--- config.mk ---
export PLATFORM = sky130hd
export DESIGN_NAME = uart_rx
export DESIGN_NICKNAME = d
export VERILOG_FILES = /design/src/rtl/uart_pkg.sv /design/src/rtl/baud_gen.sv /design/src/rtl/uart_rx.sv
export SDC_FILE = /design/constraint.sdc
export NUM_CORES = 1
export LEC_CHECK = 0
export ABC_CLOCK_PERIOD_IN_PS = 6300
export BUFFER_PORTS_ARGS = -buffer_cell sky130_fd_sc_hd__buf_2
export CELL_PAD_IN_SITES_DETAIL_PLACEMENT = 1
export CELL_PAD_IN_SITES_GLOBAL_PLACEMENT = 1
export CORE_MARGIN = 3
export CORE_UTILIZATION = 40
export CTS_CLUSTER_SIZE = 24
export DETAILED_ROUTE_END_ITERATION = 16
export PLACE_DENSITY_LB_ADDON = 0.15
export SKIP_CTS_REPAIR_TIMING = 1
export SYNTH_ARGS = -nofsm -noshare
export SYNTH_HDL_FRONTEND = slang
export SYNTH_HIERARCHICAL = 1
export SYNTH_SLANG_ARGS = --single-unit
--- constraint.sdc ---
create_clock -name clk -period 6.3 [get_ports clk]
set_clock_uncertainty 0.15 [all_clocks]
set_input_delay 0.63 -clock clk [delete_from_list [all_inputs] [get_ports clk]]
set_output_delay 0.63 -clock clk [all_outputs]
set_load 0.005 [all_outputs]
--- src/rtl/uart_pkg.sv ---
// Shared definitions for the UART receiver: FSM state encoding and default
// timing parameters (50 MHz clock, 19200 baud, 16x oversampling, 8N1).
package uart_pkg;

    localparam int DIVISOR_DEF = 163;
    localparam int DBIT_DEF    = 8;
    localparam int SB_TICK_DEF = 16;

    typedef enum logic [1:0] {
        IDLE  = 2'd0,
        START = 2'd1,
        DATA  = 2'd2,
        STOP  = 2'd3
    } rx_state_e;

endpackage

--- src/rtl/baud_gen.sv ---
// Free-running oversample tick generator: s_tick is high for one clk every
// DIVISOR cycles, on the cycle the counter sits at DIVISOR-1.
module baud_gen
    import uart_pkg::*;
#(
    parameter int DIVISOR = DIVISOR_DEF
) (
    input  logic clk,
    input  logic reset_n,
    output logic s_tick
);

    localparam int CW = (DIVISOR > 1) ? $clog2(DIVISOR) : 1;

    logic [CW-1:0] cnt_q, cnt_d;
    logic          wrap;

    assign wrap   = (cnt_q == CW'(DIVISOR - 1));
    assign s_tick = wrap;

    always_comb begin
        cnt_d = wrap ? '0 : cnt_q + CW'(1);
    end

    always_ff @(posedge clk or negedge reset_n) begin
        if (!reset_n) begin
            cnt_q <= '0;
        end else begin
            cnt_q <= cnt_d;
        end
    end

endmodule

--- src/rtl/uart_rx.sv ---
// UART receiver with 16x oversampling, read handshake, framing-error and
// sticky overrun reporting.
//
//   state | meaning
//   IDLE  | line idle, waiting for rx_s to fall
//   START | counting to the start-bit centre, re-checking for a glitch
//   DATA  | sampling DBIT data bits at their centres, LSB first
//   STOP  | waiting for the stop-bit centre, then delivering the byte
module uart_rx
    import uart_pkg::*;
#(
    parameter int DIVISOR = DIVISOR_DEF,
    parameter int DBIT    = DBIT_DEF,
    parameter int SB_TICK = SB_TICK_DEF
) (
    input  logic            clk,
    input  logic            reset_n,
    input  logic            rx,
    input  logic            rd,
    output logic [DBIT-1:0] datos,
    output logic            rx_valid,
    output logic            rx_done_tick,
    output logic            frame_err,
    output logic            overrun
);

    localparam int NW = (DBIT > 1) ? $clog2(DBIT) : 1;

    logic            s_tick;
    logic            rx_meta_q, rx_s_q;
    rx_state_e       state_q, state_d;
    logic [3:0]      s_cnt_q, s_cnt_d;
    logic [NW-1:0]   n_q, n_d;
    logic [DBIT-1:0] b_q, b_d;
    logic [DBIT-1:0] datos_q, datos_d;
    logic            done_q, done_d;
    logic            valid_q, valid_d;
    logic            ferr_q, ferr_d;
    logic            ovr_q, ovr_d;
    logic            complete;

    baud_gen #(.DIVISOR(DIVISOR)) u_baud_gen (
        .clk     (clk),
        .reset_n (reset_n),
        .s_tick  (s_tick)
    );

    always_comb begin
        state_d  = state_q;
        s_cnt_d  = s_cnt_q;
        n_d      = n_q;
        b_d      = b_q;
        complete = 1'b0;

        case (state_q)
            IDLE: begin
                if (!rx_s_q) begin
                    state_d = START;
                    s_cnt_d = '0;
                end
            end
            START: begin
                if (s_tick) begin
                    if (s_cnt_q == 4'd7) begin
                        // A start bit that is high again at its centre was noise.
                        if (!rx_s_q) begin
                            state_d = DATA;
                            s_cnt_d = '0;
                            n_d     = '0;
                        end else begin
                            state_d = IDLE;
                        end
                    end else begin
                        s_cnt_d = s_cnt_q + 4'd1;
                    end
                end
            end
            DATA: begin
                if (s_tick) begin
                    if (s_cnt_q == 4'd15) begin
                        s_cnt_d = '0;
                        b_d     = {rx_s_q, b_q[DBIT-1:1]};
                        if (n_q == NW'(DBIT - 1)) begin
                            state_d = STOP;
                        end else begin
                            n_d = n_q + NW'(1);
                        end
                    end else begin
                        s_cnt_d = s_cnt_q + 4'd1;
                    end
                end
            end
            STOP: begin
                if (s_tick) begin
                    if (s_cnt_q == 4'(SB_TICK - 1)) begin
                        state_d  = IDLE;
                        complete = 1'b1;
                    end else begin
                        s_cnt_d = s_cnt_q + 4'd1;
                    end
                end
            end
            default: state_d = IDLE;
        endcase

        datos_d = complete ? b_q : datos_q;
        ferr_d  = complete ? ~rx_s_q : ferr_q;
        done_d  = complete;

        // The handshake acts on the delivery cycle, so a read coinciding
        // with rx_done_tick loses to the new byte and does not count as overrun.
        valid_d = done_q ? 1'b1 : (rd ? 1'b0 : valid_q);
        ovr_d   = ovr_q | (done_q & valid_q & ~rd);
    end

    always_ff @(posedge clk or negedge reset_n) begin
        if (!reset_n) begin
            rx_meta_q <= 1'b1;
            rx_s_q    <= 1'b1;
            state_q   <= IDLE;
            s_cnt_q   <= '0;
            n_q       <= '0;
            b_q       <= '0;
            datos_q   <= '0;
            done_q    <= 1'b0;
            valid_q   <= 1'b0;
            ferr_q    <= 1'b0;
            ovr_q     <= 1'b0;
        end else begin
            rx_meta_q <= rx;
            rx_s_q    <= rx_meta_q;
            state_q   <= state_d;
            s_cnt_q   <= s_cnt_d;
            n_q       <= n_d;
            b_q       <= b_d;
            datos_q   <= datos_d;
            done_q    <= done_d;
            valid_q   <= valid_d;
            ferr_q    <= ferr_d;
            ovr_q     <= ovr_d;
        end
    end

    assign datos        = datos_q;
    assign rx_valid     = valid_q;
    assign rx_done_tick = done_q;
    assign frame_err    = ferr_q;
    assign overrun      = ovr_q;

endmodule
==> Yosys cells after proc, flatten, opt, wreduce, memory -nomap -nowiden <==
Cells that the tools add are included.
{ "classes": {"addsub": 3, "n_mul": 0, "div": 0, "n_lt_le_gt_ge": 0, "n_eq_ne": 18, "shifts": 0, "muxes": 31, "bitwise": 5, "reduce_logical": 7} }
{ "ops": {"columns": ["operator", "count"], "rows": [
  ["$mux 4", 7],
  ["$mux 2", 9],
  ["$mux 3", 6],
  ["$ne 2x2->1 const B", 8],
  ["$pmux 4 s4", 1],
  ["$add 8x1->8 const B", 1],
  ["$eq 8x8->1 const B", 1],
  ["$mux 8", 1],
  ["$pmux 2 s4", 1],
  ["$reduce_and 8->1", 1],
  ["$reduce_and 7->1", 1],
  ["$ne 2x1->1 const B", 3],
  ["$pmux 3 s2", 1],
  ["$mux 1", 5],
  ["$add 4x1->4 const B", 1],
  ["$eq 2x2->1 const B", 2],
  ["$eq 4x3->1 const B", 1],
  ["$eq 4x4->1 const B", 1],
  ["$reduce_and 4->1", 1],
  ["$reduce_bool 2->1", 2],
  ["$add 3x1->3 const B", 1],
  ["$eq 3x3->1 const B", 1],
  ["$reduce_and 3->1", 1],
  ["$and 1x1->1", 2],
  ["4 further kinds", 5]
]} }
{ "word_totals": {"reg_bits": 39, "latchBits": 0, "ramBits": 0, "mem_bits_ro": 0, "in_bits": 4, "out_inout_bits": 12, "word_cells": 76, "mem_count": 0} }

==> Depth between registers and ports, before layout <==
Gate-level depths: netlist of run 1.
{ "logic_depth": {"ltp_word": 5, "depth_mapped": 8, "mapped_depth_nobuf": 8} }

==> Hierarchy <==
Netlist of run 1, hierarchy kept.
{ "by_module_without_submodules": {"columns": ["mod", "instances", "cells_per_inst", "area_each_um2", "seq_area_each_um2"], "rows": [
  ["uart_rx", 1, 98, 1347.5, 778.2],
  ["baud_gen", 1, 37, 406.6, 200.2]
]} }

==> Worst setup path before layout of run 1 <==
Ideal clock, no wire load.
{ "synth_timing": {"path_type": "register to register", "start": "reg u_baud_gen.cnt_q[2]", "end": "reg b_q[0]", "setup_time_ps": 125, "arrival_ps": 2059, "required_ps": 6025, "setup_slack_ps": 3966, "stages_incl_launch_ff": 6, "n_path_buf": 0, "synth_period_minus_slack_ps": 2334, "path_cell_list": "dfrtp_1 > or3_4 > nor3_4 > nand4_2 > nor3_4 > mux2_2"} }
{ "synth_between": {"elab_chain_len": 2} }
{ "synth_rtl": {"columns": ["item", "line", "source"], "rows": [
  ["from (decl)", "baud_gen.sv:15", "logic [CW-1:0] cnt_q, cnt_d;"],
  ["from (signal assigned)", "baud_gen.sv:29", "cnt_q <= cnt_d;"],
  ["$eq 8x8->1", "baud_gen.sv:18", "assign wrap = (cnt_q == CW'(DIVISOR - 1));"],
  ["net s_tick", "uart_rx.sv:29", "logic s_tick;"],
  ["$reduce_and 3->1 (no line)", null, null],
  ["to (signal assigned)", "uart_rx.sv:123", "b_q <= '0;"],
  ["to (signal assigned)", "uart_rx.sv:135", "b_q <= b_d;"],
  ["to (decl)", "uart_rx.sv:34", "logic [DBIT-1:0] b_q, b_d;"]
]} }
The timed path passes the listed nets, and every way through them passes these cells.
A chain may end at the register's enable or synchronous reset.

==> Worst setup path after layout of run 1 <==
{ "layout_timing": {"start": "reg u_baud_gen.cnt_q[2]", "end": "reg b_q[3]"} }
Same word-level chain as after synthesis.

==> summary by stage, run 1 <==
Finish
Compared with the post-synthesis result, the final layout area differs by 11.6%. The number of inserted diodes is 0. The top cell types in the final layout, fill and taps aside, are dfrtp_1, mux2_2, buf_2. Leaving out fill and tap cells, the most frequent cell in the layout is dfrtp_1. The total number of nets in the final design is 163. In the final layout, the share of cells above drive strength 1 is 34.2%.

Yosys
The synthesized netlist contains 41 unique library cells. Counting flops and latches in the post-synthesis netlist gives 39. Sequential cells were found to cover 55.8% of the synthesized design area.

The count of yosys warnings during synthesis is 6. Averaged over all synthesized cells, the footprint is 13.0 um^2. Counting every instance in the synthesized netlist gives 135. The post-synth design cell area is 1750 um^2. The number of nets in the synthesized netlist is 144.

Clock tree
The CTS sink count is 39. The CTS tree is built. Buffers inserted during clock tree synthesis total 5. The number of buffers on the longest clock path is 2.

The insertion delay of the later-clocked pin in the worst-skew pair is approximately 280 ps. The clock-pin slew reported for the worst setup and hold paths after clock tree synthesis is around 70 ps. The H-tree was split into 2 levels. In this run the clock root is driven by a clkbuf_8.

Drt
The violation count after the first detailed-routing iteration is 26. Wires add up to between 3000 and 4000 um. The overall via count from detail_route is 1116. In the detailed route, the total length drawn on met2 is 1590 um. In this run the remaining antenna-violating nets after routing total 0. The detailed router used layers up to and including met4. After detailed routing, the number of vias per cell comes to approximately 5.4. Summed over all nets, wire length on met3 after detailed routing comes to 99 um. The count of unresolved DRC violations after routing is 0. The met1 wire length is 1370 um.

The count of TritonRoute iterations in the first routing pass is 4. After detailed routing, the average wire length per cell comes to 15.1 um.

GRT
The number of antenna violations at the first check in global routing is 0. The via count of the first global-routing pass is 1188. The global router's overall resource usage is 14.0%. The wire length of the first global-routing pass is around 5600 um.

Entering global routing, the biggest net connects 40 pins. For this run the aggregate overflow at the end of global routing stands at 0.

Timing
After layout, the worst path uses ~40% of the clock period. Setup repair after global routing left no endpoint under its margin. For the pin with the worst max-slew slack, the measured transition is 849 ps.

Derived from the worst setup path, the maximum achievable clock frequency is 0.390 GHz. The setup TNS after final layout is 0 ps. Setup violations remaining at the end of the flow were counted as 0. The clock period could shrink to 2570 ps. The relative max-transition margin is 43.4%.

The number of pins exceeding their max-slew limit in the final report is 0. The total count of hold-check failures in the final report came to 0.

Pwr
The share of power burned in the clock network is 38.4%. Dividing total power by cell area gives a power density of 214 nW/um^2. The maximum vdd drop is 116 uV. In this run the static leakage power is 0.989 nW. The total power of the final layout is 0.419 mW.

The analysis attributes to net switching a power of 0.0884 mW. The switching share of power is 21.1%. The proportion of power drawn by combinational gates is 1.4%. The internal power consumption is 0.331 mW. Of the total power, registers draw between 60% and 70%.

Floorplan
Measured along the x axis, the die boundary spans 72.2 um. The row count is 23. The initial utilization of the core area, before any placement, comes to 42.6%.

The number of top-level pins is 16. The floorplan step set the die height to 72.2 um. The core region is 4120 um^2.

The overall die area is 5220 um^2.

Placed design
The global placer's final weighted congestion is 0.754. The half-perimeter wire length after detailed placement is roughly 2300 um. The number of port buffers is 15.

Flow run
The max-capacitance violation count is 0.

Status
The flow ran to the end, and the final reports show no timing, DRC or antenna violations.

Critical path
The kind of start point of the critical path is a register. In this run the worst path has a maximum fanout of 10. Tracing the worst setup path back leads to its startpoint at u_baud_gen/cnt_q[2]. The sort of element at the end of the critical path is a register. Data on the critical path arrives at its endpoint at 2590 ps.

The capture point of the worst path is b_q[3]. The category of the most critical setup path is reg2reg. For the worst flop-to-flop path, the logic depth is 5. The critical register-to-register path startpoint is u_baud_gen/cnt_q[2]. The endpoint identified for the worst register-to-register timing path is b_q[3]. The minimum setup slack among reg-to-reg paths is 3730 ps.

STA puts the critical path data required time at 6320 ps.

Worst hold path
The path type of the worst min-delay path is reg2reg.
-- state kept, by name (all words and copies together) (netlist names), 3 cells and up, named ones only --
name,cells
u_baud_gen/cnt_q,8
b_q,8
s_cnt_q,4
n_q,3
datos,8
-- final cells by class --
class | count | area [um^2]
Sequential cell | 39 | 978
Clock buffer | 7 | 76.3
Inverter | 5 | 18.8
Tap cell | 50 | 62.6
Clock inverter | 1 | 7.51
Multi-Input combinational cell | 88 | 739
Fill cell | 451 | 2160
Timing Repair Buffer | 15 | 75.1
-- power by group through the flow --
stage                     clock network [mW]  registers (mW)  logic [mW]
after detailed placement                   0           0.257     0.00650
after floorplan                            0           0.257    0.000407
after global placement                     0           0.257     0.00624
after global routing                   0.183           0.252     0.00714
after CTS                              0.169           0.252     0.00647
final                                  0.161           0.252     0.00594
-- worst min-delay path by stage --
stage,cells after the start,start,slack (ps),end
final,0,rx_meta_q,210,rx_s_q
after global routing,0,rx_meta_q,220,rx_s_q
after CTS,0,rx_meta_q,210,rx_s_q
after detailed placement,0,rx_meta_q,200,rx_s_q
after global placement,0,rx_meta_q,200,rx_s_q
after floorplan,0,reset_n,180,async pin
-- stage by stage --
step	instances	cell area [um^2]	utilization (%)	setup slack (ps)	hold WS, ps
floorplan	135	1750	-	3970	184
global placement	197	1870	45.5	3780	197
detailed placement	197	1870	45.5	3740	199
CTS	205	1960	47.6	3710	210
global route	205	1960	47.6	3580	216
finish	205	1960	47.6	3730	209
-- cells in the mapped netlist --
cell type / number / area [um^2]
xnor2_1: 5 / 43.8
mux2_2: 19 / 214
a31o_2: 2 / 17.5
dfstp_2: 2 / 52.6
a211o_1: 1 / 8.76
a32o_2: 1 / 11.3
o2111ai_1: 1 / 8.76
dfrtp_1: 37 / 926
nand2b_1: 1 / 6.26
o221ai_1: 1 / 8.76
nand2_1: 6 / 22.5
nor2_1: 10 / 37.5
or4_1: 1 / 7.51
nor2_4: 1 / 11.3
nor3_4: 2 / 32.5
a21o_1: 1 / 7.51
nand3_1: 4 / 20.0
nor4_1: 1 / 6.26
o21ai_0: 3 / 15.0
ha_1: 5 / 62.6
o2bb2ai_1: 1 / 8.76
nor2b_1: 1 / 6.26
buf_2: 2 / 10.0
nor3_1: 2 / 10.0
nor4bb_1: 1 / 10.0
o21bai_1: 1 / 7.51
buf_4: 1 / 7.51
o211ai_1: 1 / 7.51
nand3b_1: 2 / 15.0
nand4_2: 2 / 25.0
a22o_1: 2 / 17.5
a22o_2: 2 / 20.0
nor3b_1: 1 / 7.51
and3b_1: 1 / 8.76
xor2_1: 1 / 8.76
o31ai_1: 1 / 7.51
nand4_1: 1 / 6.26
or3_4: 1 / 11.3
inv_1: 5 / 18.8
a221o_1: 1 / 10.0
o32a_1: 1 / 10.0
-- metal layers --
metal / GRT usage [%] / vias up
met4: 5.64 / 0
met5: 0 / -
met2: 23.2 / 13
met1: 17.0 / 570
met3: 4.29 / 5
li1: - / 528
-- cells by family (layout without fill, tap and decap cells) --
group / count (synthesis) / in the layout / share of synthesized area [%]
AOI/OAI and AO/OA: 20 / 20 / 9.49
xor gates and xnor gates: 6 / 6 / 3.00
adders and majority gates: 5 / 5 / 3.57
buffers and inverters: 8 / 28 / 2.07
DFF: 39 / 39 / 55.8
muxes: 19 / 19 / 12.2
and+or+nand+nor: 38 / 38 / 13.9
-- worst max-delay path: stages, from the launching register on --
cell and delay, ps:
dfrtp_1 440, or3_4 410, nor3_4 350, nand4_2 310, nor3_4 400, mux2_2 380
Note: power is estimated with default switching activity, not from simulation.
==> run 2: changes to the inputs <==
--- a/config.mk
+++ b/config.mk
@@ -5,7 +5,7 @@
 export SDC_FILE = /design/constraint.sdc
 export NUM_CORES = 1
 export LEC_CHECK = 0
-export ABC_CLOCK_PERIOD_IN_PS = 6300
+export ABC_CLOCK_PERIOD_IN_PS = 2090
 export BUFFER_PORTS_ARGS = -buffer_cell sky130_fd_sc_hd__buf_2
 export CELL_PAD_IN_SITES_DETAIL_PLACEMENT = 1
 export CELL_PAD_IN_SITES_GLOBAL_PLACEMENT = 1
==> constraint.sdc (replaced) <==
create_clock -name clk -period 2.09 [get_ports clk]
set_clock_uncertainty 0.15 [all_clocks]
set_input_delay 0.209 -clock clk [delete_from_list [all_inputs] [get_ports clk]]
set_output_delay 0.209 -clock clk [all_outputs]
set_load 0.005 [all_outputs]
==> run 2 against run 1 <==
Against the previous run: the flow now finishes with violations (negative setup slack); worst hold slack worse by 130 ps; sequential share of layout area down 7.3 points; critical path depth is 1 higher; core utilization rose by 8.1 points.
==> summary by stage, run 2 (synthesized netlist as in run 1, its figures left out) <==
Pwr
The internal power consumption is 0.997 mW. Summed over all nets, the switching power comes to 0.275 mW. The share of total power dissipated in sequential elements is between 50% and 60%. The clock network is responsible for 38.5% of the overall power. For this design the static power due to leakage is 1.15 nW. Net switching is 21.6% of the power. VDD sags by at most around 500 uV. Dividing total power by cell area gives a power density of roughly 560 nW/um^2. Combinational logic is responsible for 1.8% of the overall power.

Worst hold path
The startpoint identified for the worst hold timing path is rd. The worst hold path was traced through 3 stages. The path type of the worst min-delay path is in2reg. The path with the worst hold slack has its endpoint at rx_valid.

GRT
The global-route layer with the greatest usage is met2. Entering global routing, the biggest net connects 40 pins. The remaining global-route overflow is 0.

The first global-routing pass estimated 6420 um of wire. The met2 track demand over resource in global routing is between 20 and 30%. The number of antenna violations at the first check in global routing is 0. For met3 alone, demand over resource in global routing was between 3 and 4%. The via count of the first global-routing pass is 1361. The global router's overall resource usage is 15.9%. Global routing used ~19% of the available met1 tracks.

Critical path
For the worst setup path, the data arrival time is 2250 ps. The category of the most critical setup path is reg2reg. The kind of start point of the critical path is a register.

For flop-to-flop paths, the worst setup slack is -140 ps. The critical register-to-register path startpoint is u_baud_gen/cnt_q[2]. The sort of element at the end of the critical path is a register. The worst reg-to-reg path cell count is 6.

Along the worst path, the maximum fanout reaches 8. Data on the critical path is required at its endpoint by 2110 ps. In this run the critical register-to-register path is captured at b_q[6].

Placed design
At the end of routability-driven placement, the weighted congestion stood at roughly 0.78. Including well taps, the total number of placed cells is 215. The instance area at placement is 2070 um^2.

In this run the tool buffered the top-level ports with 15 buffer cells. The half-perimeter wire length after detailed placement is 2630 um.

Finish
Cells with a size suffix above 1 make up 45.0% of the layout. The total number of nets in the final design is 188. Fill cells in the final layout number 431. The area added between synthesis and finish is 30.6%. Cells fill a little under three fifths of the core in the end. Leaving out fill and tap cells, the most frequent cell in the layout is dfrtp_1.

The count of non-filler cells in the finished layout is 230. 0 antenna diodes ended up in the layout. Summing all non-filler instances in the final layout gives an area of approximately 2300 um^2. In the layout the commonest cells are dfrtp_1, buf_4, mux2_4.

Floorplan
The horizontal extent of the die is 72.2 um. The number of top-level pins is 16. For this configuration, the core starts out at a cell density of 42.6%. Measured along the y axis, the die boundary spans 72.2 um.

The overall die area is 5220 um^2. The total area inside the core boundary comes to 4120 um^2. Row generation in the floorplan step produced 23 rows.

Timing
Setup violations remaining at the end of the flow were counted as 24. Timing would allow up to 0.448 GHz. The slew at the pin with the worst max-slew slack is approximately 490 ps.

The minimum period implied by the final worst setup slack is 2230 ps. The period utilization is 107%. In this run the tightest slew margin relative to its limit is 67.4%. The slack of the critical path is -140 ps. The total count of hold-check failures in the final report came to 0. The number of pins exceeding their max-slew limit in the final report is 0. The worst hold slack is roughly 80 ps. Setup total negative slack on the finished layout was measured at -2590 ps.

Setup repair after global routing could not meet its margin everywhere.

Drt
The count of unresolved DRC violations after routing is 0. The post-detailed-route wirelength per cell is 16.9 um. The pre-antenna-repair detailed-routing pass consisted of 4 iterations. The count of nets left with antenna violations once routing finished came out at 0. The first routing iteration left 53 violations.

Wires add up to 3890 um. The overall via count from detail_route is 1235. The average via count per standard cell is 5.37.

Clock tree
The insertion delay of the later-clocked pin in the worst-skew pair is 280 ps. The clock root buffer is clkbuf_8. The H-tree was split into 2 levels. The CTS sink count is 39. In this run the deepest clock path goes through 2 buffers. Clock-pin slew was measured on the worst setup and hold paths at 80 ps. TritonCTS built the clock tree.

Counting the buffers created by CTS gives 5.

Status
The flow ran to the end, but the final reports show violations. The checks that failed: negative setup slack.

Flow run
The max-capacitance violation count is 0.
-- run 2: cell count changes in the layout (fill, tap and decap cells not counted), sizes merged --
cell	change
buf	+23
dlygate4sd3	+2
clkbuf	-1
clkinv	+1
-- run 2: per-stage QoR --
| stage | worst slack (ps) | power, mW |
|---|---|---|
| after floorplan | -178 | 0.775 |
| after global placement | -49.4 | 0.794 |
| after detailed placement | -119 | 0.795 |
| after CTS | -158 | 1.29 |
| after global routing | -232 | 1.33 |
| final | -140 | 1.27 |
-- run 2: area by class of cell --
cell class | count | area, um^2 | share of cell area (%)
sequential | 39 | 978 | 42.7
multi-input combinational | 88 | 850 | 37.1
clock inverter | 2 | 12.5 | 0.546
clock buffer | 6 | 72.6 | 3.17
timing repair buffer | 40 | 297 | 12.9
inverter | 5 | 18.8 | 0.819
tap | 50 | 62.6 | 2.73
-- run 2: per-layer routing --
metal	up-vias	part of all wire, %	wire, um
met3	8	2.6	100
li1	578	-	-
met5	-	0	0
met2	16	53	2060
met1	633	43	1680
met4	0	1.4	53
-- run 2: worst max path at each step --
stage | slack [ps] | cells after the start | start | endpoint
3_5_place_dp | -120 | 6 | u_baud_gen/cnt_q[6] | b_q[6]
4_1_cts | -160 | 7 | u_baud_gen/cnt_q[6] | n_q[0]
6_report | -140 | 6 | u_baud_gen/cnt_q[2] | b_q[6]
5_1_grt | -230 | 6 | u_baud_gen/cnt_q[2] | b_q[6]
2_1_floorplan | -180 | 5 | u_baud_gen/cnt_q[2] | b_q[0]
3_3_place_gp | -50 | 6 | u_baud_gen/cnt_q[6] | b_q[4]
-- run 2: power by group through the flow --
stage                     registers [mW]  clock network, mW  logic (mW)
final                              0.760              0.490      0.0224
after global routing               0.761              0.540      0.0270
after CTS                          0.760              0.513      0.0211
after detailed placement           0.774                  0      0.0210
after global placement             0.774                  0      0.0200
after floorplan                    0.774                  0     0.00123
-- run 2: worst max-delay path: stages, from the launching register on --
cell and delay, ps:
dfrtp_1 390, or3_4 410, nor3_4 270, nand4_4 160, nor3_4 260, buf_12 170, mux2_4 300
